[src/rtl/sgd_dot_recv_unpack.sv]
// Reassembles per-bank dot-product results arriving as RX beats into full
// NUM_BANKS-wide vectors and queues them in a small first-word-fall-through FIFO.
module sgd_dot_recv_unpack #(
   parameter  int NUM_BANKS = 8,
   parameter  int RESULT_W  = 32,
   parameter  int DATA_W    = 64,
   parameter  int DEPTH     = 4,
   localparam int VEC_W     = NUM_BANKS * RESULT_W
) (
   input  logic              clk,
   input  logic              rst_n,
   input  logic              s_meta_valid,
   output logic              s_meta_ready,
   input  logic [47:0]       s_meta_data,
   input  logic              s_data_valid,
   output logic              s_data_ready,
   input  logic [DATA_W-1:0] s_data_data,
   input  logic              s_data_last,
   output logic              m_valid,
   input  logic              m_ready,
   output logic [VEC_W-1:0]  m_data,
   output logic [31:0]       vec_count,
   output logic [15:0]       drop_count
);

   localparam int BEATS     = VEC_W / DATA_W;
   localparam int VEC_BYTES = VEC_W / 8;
   localparam int BI_W      = (BEATS > 1) ? $clog2(BEATS) : 1;
   localparam int PW        = $clog2(DEPTH);
   localparam int CW        = PW + 1;

   typedef enum logic [1:0] {IDLE, RECV, DRAIN} state_t;

   state_t                       state_q, state_d;
   logic [BI_W-1:0]              beat_idx_q, beat_idx_d;
   logic [15:0]                  vec_rem_q, vec_rem_d;
   logic [VEC_W-1:0]             vec_buf_q, vec_buf_d;
   logic [DEPTH-1:0][VEC_W-1:0]  mem_q, mem_d;
   logic [PW-1:0]                wr_ptr_q, wr_ptr_d, rd_ptr_q, rd_ptr_d;
   logic [CW-1:0]                cnt_q, cnt_d;
   logic [31:0]                  vec_count_q, vec_count_d;
   logic [15:0]                  drop_count_q, drop_count_d;

   logic              fifo_full, meta_hs, data_hs, push, pop, drop_inc;
   logic [15:0]       len;
   logic [VEC_W-1:0]  asm_vec;
   logic              meta_unused;

   assign meta_unused = ^s_meta_data[47:16];
   assign len         = s_meta_data[15:0];
   assign fifo_full   = (cnt_q == CW'(DEPTH));
   assign m_valid     = (cnt_q != '0);
   assign m_data      = mem_q[rd_ptr_q];
   assign vec_count   = vec_count_q;
   assign drop_count  = drop_count_q;

   always_comb begin
      state_d      = state_q;
      beat_idx_d   = beat_idx_q;
      vec_rem_d    = vec_rem_q;
      vec_buf_d    = vec_buf_q;
      mem_d        = mem_q;
      wr_ptr_d     = wr_ptr_q;
      rd_ptr_d     = rd_ptr_q;
      cnt_d        = cnt_q;
      vec_count_d  = vec_count_q;
      drop_count_d = drop_count_q;
      push         = 1'b0;
      drop_inc     = 1'b0;

      s_meta_ready = (state_q == IDLE);
      s_data_ready = (state_q == DRAIN) || ((state_q == RECV) && !fifo_full);
      meta_hs      = s_meta_valid && s_meta_ready;
      data_hs      = s_data_valid && s_data_ready;
      pop          = m_valid && m_ready;

      // The completing beat is merged combinationally so it can be pushed directly.
      asm_vec = vec_buf_q;
      asm_vec[beat_idx_q*DATA_W +: DATA_W] = s_data_data;

      case (state_q)
         IDLE: begin
            if (meta_hs) begin
               if ((len == 16'd0) || ((32'(len) % VEC_BYTES) != 0)) begin
                  state_d  = DRAIN;
                  drop_inc = 1'b1;
               end else begin
                  vec_rem_d  = 16'(32'(len) / VEC_BYTES);
                  beat_idx_d = '0;
                  state_d    = RECV;
               end
            end
         end
         RECV: begin
            if (data_hs) begin
               vec_buf_d = asm_vec;
               if (beat_idx_q == BI_W'(BEATS - 1)) begin
                  push       = 1'b1;
                  beat_idx_d = '0;
                  vec_rem_d  = vec_rem_q - 16'd1;
                  if (vec_rem_q == 16'd1) begin
                     state_d  = s_data_last ? IDLE : DRAIN;
                     drop_inc = !s_data_last;
                  end else if (s_data_last) begin
                     state_d  = IDLE;
                     drop_inc = 1'b1;
                  end
               end else if (s_data_last) begin
                  // Short packet: partial vector is simply abandoned.
                  beat_idx_d = '0;
                  state_d    = IDLE;
                  drop_inc   = 1'b1;
               end else begin
                  beat_idx_d = beat_idx_q + 1'b1;
               end
            end
         end
         DRAIN: begin
            if (data_hs && s_data_last) state_d = IDLE;
         end
         default: state_d = IDLE;
      endcase

      if (push) begin
         mem_d[wr_ptr_q] = asm_vec;
         wr_ptr_d        = wr_ptr_q + 1'b1;
         vec_count_d     = vec_count_q + 32'd1;
      end
      if (pop) rd_ptr_d = rd_ptr_q + 1'b1;
      case ({push, pop})
         2'b10:   cnt_d = cnt_q + 1'b1;
         2'b01:   cnt_d = cnt_q - 1'b1;
         default: cnt_d = cnt_q;
      endcase
      if (drop_inc && (drop_count_q != 16'hFFFF)) drop_count_d = drop_count_q + 16'd1;
   end

   always_ff @(posedge clk) begin
      if (!rst_n) begin
         state_q      <= IDLE;
         beat_idx_q   <= '0;
         vec_rem_q    <= '0;
         vec_buf_q    <= '0;
         mem_q        <= '0;
         wr_ptr_q     <= '0;
         rd_ptr_q     <= '0;
         cnt_q        <= '0;
         vec_count_q  <= '0;
         drop_count_q <= '0;
      end else begin
         state_q      <= state_d;
         beat_idx_q   <= beat_idx_d;
         vec_rem_q    <= vec_rem_d;
         vec_buf_q    <= vec_buf_d;
         mem_q        <= mem_d;
         wr_ptr_q     <= wr_ptr_d;
         rd_ptr_q     <= rd_ptr_d;
         cnt_q        <= cnt_d;
         vec_count_q  <= vec_count_d;
         drop_count_q <= drop_count_d;
      end
   end

endmodule

[config.mk]
export PLATFORM = sky130hd
export DESIGN_NAME = sgd_dot_recv_unpack
export DESIGN_NICKNAME = d
export VERILOG_FILES = /design/src/rtl/sgd_dot_recv_unpack.sv
export SDC_FILE = /design/constraint.sdc
export NUM_CORES = 2
export LEC_CHECK = 0
export BUFFER_PORTS_ARGS = -buffer_cell sky130_fd_sc_hd__buf_2
export CAP_MARGIN = 30
export CELL_PAD_IN_SITES_DETAIL_PLACEMENT = 0
export CELL_PAD_IN_SITES_GLOBAL_PLACEMENT = 2
export CORE_ASPECT_RATIO = 1.1
export CORE_UTILIZATION = 30
export CTS_BUF_LIST = sky130_fd_sc_hd__clkbuf_8 sky130_fd_sc_hd__clkbuf_16
export DETAILED_ROUTE_END_ITERATION = 12
export HOLD_SLACK_MARGIN = 0.15
export PLACE_DENSITY_LB_ADDON = 0.1
export SLEW_MARGIN = 20
export SYNTH_ARGS = -nofsm -noshare
export SYNTH_HDL_FRONTEND = slang
export SYNTH_SLANG_ARGS = --single-unit
[constraint.sdc]
create_clock -name clk -period 5.6 [get_ports clk]
set_input_delay 0.28 -clock clk [delete_from_list [all_inputs] [get_ports clk]]
set_output_delay 0.28 -clock clk [all_outputs]
set_load 0.02 [all_outputs]
==> impl_metrics.env <==
export IMPL_yosys_area_top_type="dfxtp_1"
export IMPL_clock_root_buffer="clkbuf_16"
export IMPL_grt_overflow=0
export IMPL_nets=5895
export IMPL_die_w_um=408.9
export IMPL_grt_busiest_layer="met2"
export IMPL_wl_per_cell_um=22.34
export IMPL_coreArea_um2=180100
export IMPL_drt_iter0_drc=2256
export IMPL_area_delta_synth_final_pct=17.84
export IMPL_hp_class="in2reg"
export IMPL_syn_avg_cell_area_um2=9.691
export IMPL_hold_viol=0
export IMPL_drive_above_1_share_pct=16.59
export IMPL_skew_ns=0.02682
export IMPL_finalMaxSlewViolations=0
export IMPL_ir_drop_mv=0.3145
export IMPL_syn_area_um2=54630
export IMPL_dp_hpwl_mm=110.9
export IMPL_min_period_ns=3.603
export IMPL_hold_depth=3
export IMPL_ios=425
export IMPL_hold_slack_ns=0.1720
export IMPL_cts_tree="built"
export IMPL_reg2reg_depth=6
export IMPL_wirelength_mm=185.0
export IMPL_setup_viol=0
export IMPL_clk_path_buf_depth=3
export IMPL_grt_max_degree=182
export IMPL_drc=0
export IMPL_drtPass1Iterations=5
export IMPL_htree_num_levels=4
export IMPL_slowest_delay_ns=0.77
export IMPL_fin_tns_setup_ns=0
export IMPL_n_fill_cell=18299
export IMPL_dieHeight_um=449.6
export IMPL_required_ns=6.30
export IMPL_crit_chain="inv_1, ha_1, and4b_4, buf_4, a21oi_1, a211oi_1"
export IMPL_drt_vias_per_instance=5.024
export IMPL_worstSetupPathDepth=6
export IMPL_min_delay_start="s_data_data[11]"
export IMPL_cts_sinks=1355
export IMPL_met1_usage_pct=25.33
export IMPL_synthCells=5637
export IMPL_cts_made_buffers=161
export IMPL_dieArea_um2=183800
export IMPL_grt_use_met3_pct=4.386
export IMPL_period_share_pct=64.35
export IMPL_leakage_nw=20.74
export IMPL_worstSetupStartpoint="beat_idx_q[0]$_SDFFE_PN0P_"
export IMPL_clock_latency_ns=0.80
export IMPL_async_flop_share_pct=0
export IMPL_drv_cap=0
export IMPL_path_clk_slew_ns=0.06
export IMPL_critPathBufInv=2
export IMPL_crit_type="reg2reg"
export IMPL_cp_slowest_cell="dfxtp_1"
export IMPL_slew_headroom_pct=35.21
export IMPL_synth_edff_count=0
export IMPL_power_density_nw_per_um2=318.3
export IMPL_crit_family="buffers and inverters"
export IMPL_synth_nets=5770
export IMPL_via_count=41605
export IMPL_io_buffers=392
export IMPL_drtAntennaViolNets=0
export IMPL_use_met2_pct=33.25
export IMPL_timing_fmax_ghz=0.2775
export IMPL_crit_fanout=39
export IMPL_ys_types=50
export IMPL_rsz0062_at_grt="false"
export IMPL_cts_resized=0
export IMPL_grt_pass1_wl_mm=277.6
export IMPL_status="complete, no violations"
export IMPL_num_rows=163
export IMPL_gp_congestion=0.7092
export IMPL_start_kind="flip-flop"
export IMPL_worstMarginPinSlew_ns=0.9719
export IMPL_grt_pass1_vias=41165
export IMPL_synthFlopType="dfxtp_1"
export IMPL_arrival_ns=4.31
export IMPL_r2r_start="beat_idx_q[0]$_SDFFE_PN0P_"
export IMPL_antenna_found_initial=4
export IMPL_seq_area_frac_synth_pct=49.65
export IMPL_yosys_top_cells_area="dfxtp_1 50%, a211oi_1 18%, mux4_2 11%"
export IMPL_ys_ff_latch=1355
export IMPL_initial_core_util_pct=30.34
export IMPL_grt_usage_pct=19.87
export IMPL_synth_top_area_share_pct=49.65
export IMPL_end_kind="flip-flop"
export IMPL_yosys_warnings=0
-- where the power goes --
group / total (mW) / switching [mW] / internal [mW]
Clock: 10.3 / 4.29 / 6.03
Sequential: 9.67 / 0.0104 / 9.66
Combinational: 0.500 / 0.385 / 0.115
Total: 20.5 / 4.68 / 15.8
-- flip-flops by register name (all words and copies together), names as in the netlist --
name / cells
wr_ptr_q: 2
rd_ptr_q: 2
drop_count: 16
vec_rem_q: 16
mem_q: 1024
cnt_q: 3
beat_idx_q: 2
state_q: 2
vec_buf_q: 256
vec_count: 32
-- per-layer routing --
layer  share of wire, %  vias to the layer above
li1                   -                    20803
met1                 44                    19917
met2                 48                      674
met3                4.8                      207
met4                2.7                        4
met5              0.011                        -
-- layout make-up --
| cell class | count | area [um^2] | share of cell area [%] |
|---|---|---|---|
| Tap cell | 2392 | 2993 | 4.649 |
| Sequential cell | 1355 | 27130 | 42.15 |
| Timing Repair Buffer | 521 | 3538 | 5.496 |
| Antenna cell | 1 | 2.502 | 0.003887 |
| Multi-Input combinational cell | 3703 | 25430 | 39.50 |
| Clock buffer | 196 | 4533 | 7.042 |
| Inverter | 20 | 82.58 | 0.1283 |
| Clock inverter | 94 | 666.9 | 1.036 |
-- final timing paths --
path	end	slack, ns
max	vec_buf_q[108]$_SDFFE_PN0P_	2.00
min	mem_q[395]$_SDFFE_PN0P_	0.17
max reg2reg	vec_buf_q[108]$_SDFFE_PN0P_	2.00
min reg2reg	vec_rem_q[8]$_SDFFE_PN0P_	0.48
-- worst register-to-register path, cell delays in order (launching register included) --
cell	delay [ns]
dfxtp_1	0.77
inv_1	0.29
ha_1	0.37
and4b_4	0.74
buf_4	0.71
a21oi_1	0.33
a211oi_1	0.30
-- synth_stat cells, types with 16 or more instances --
library cell,instances
buf_1,79
nand4_1,16
nand2_1,47
mux4_2,256
dfxtp_1,1355
inv_1,20
a211oi_1,1283
nand3_1,18
a21oi_1,296
xor2_1,17
nor2_1,1351
nor2b_1,258
clkbuf_1,478
or3_1,16
xnor2_1,22
-- repair_timing --
item | 4_1_cts | 5_1_grt
hold endpoints to repair | 354 | 0
setup endpoints to repair | 0 | 0
buffers inserted | 0 | 0
hold buffers | 55 | 0
-- placed cells by master (no fill, tap or decap), drive strengths merged, types with 2 or more instances in the layout --
master       count
bufinv           7
nand2           47
nand4           16
o31ai            8
or2              2
a21oi          297
nor4            11
and3            10
o211ai           3
mux4           256
nand3           18
a21o             2
dfxtp         1355
nor2b          258
xor2            17
or4              6
nor4bb           2
o21a             2
nor3            15
clkinv          23
buf            466
and4             4
o21ai           18
inv             84
or4b             2
nor2          1351
or3             16
xnor2           22
clkbuf         196
o31a             2
a211oi        1283
and2             6
dlygate4sd3     55
mux2i            3
ha              14
-- kinds of logic after synthesis --
logic type      Yosys count  synth area share (%)
compound gates         1619                 20.86
xor+xnor                 39                0.6252
fa+ha+maj                15                0.3573
buf+inv                 579                 4.006
flops                  1355                 49.65
mux                     259                 10.61
simple gates           1771                 13.89
-- stage by stage --
stage	utilization [%]	cell area [um^2]	worst slack (ns)	power, mW	cells
after CTS	35.75	64370	1.957	20.86	8281
after floorplan	-	54630	2.989	10.12	5637
after global routing	35.75	64370	1.789	21.27	8281
final	35.75	64380	1.997	20.49	8282
after global placement	32.54	58600	2.025	10.36	7935
after detailed placement	32.55	58620	1.977	10.36	7936
No activity file was read; power rests on OpenSTA's default activity.
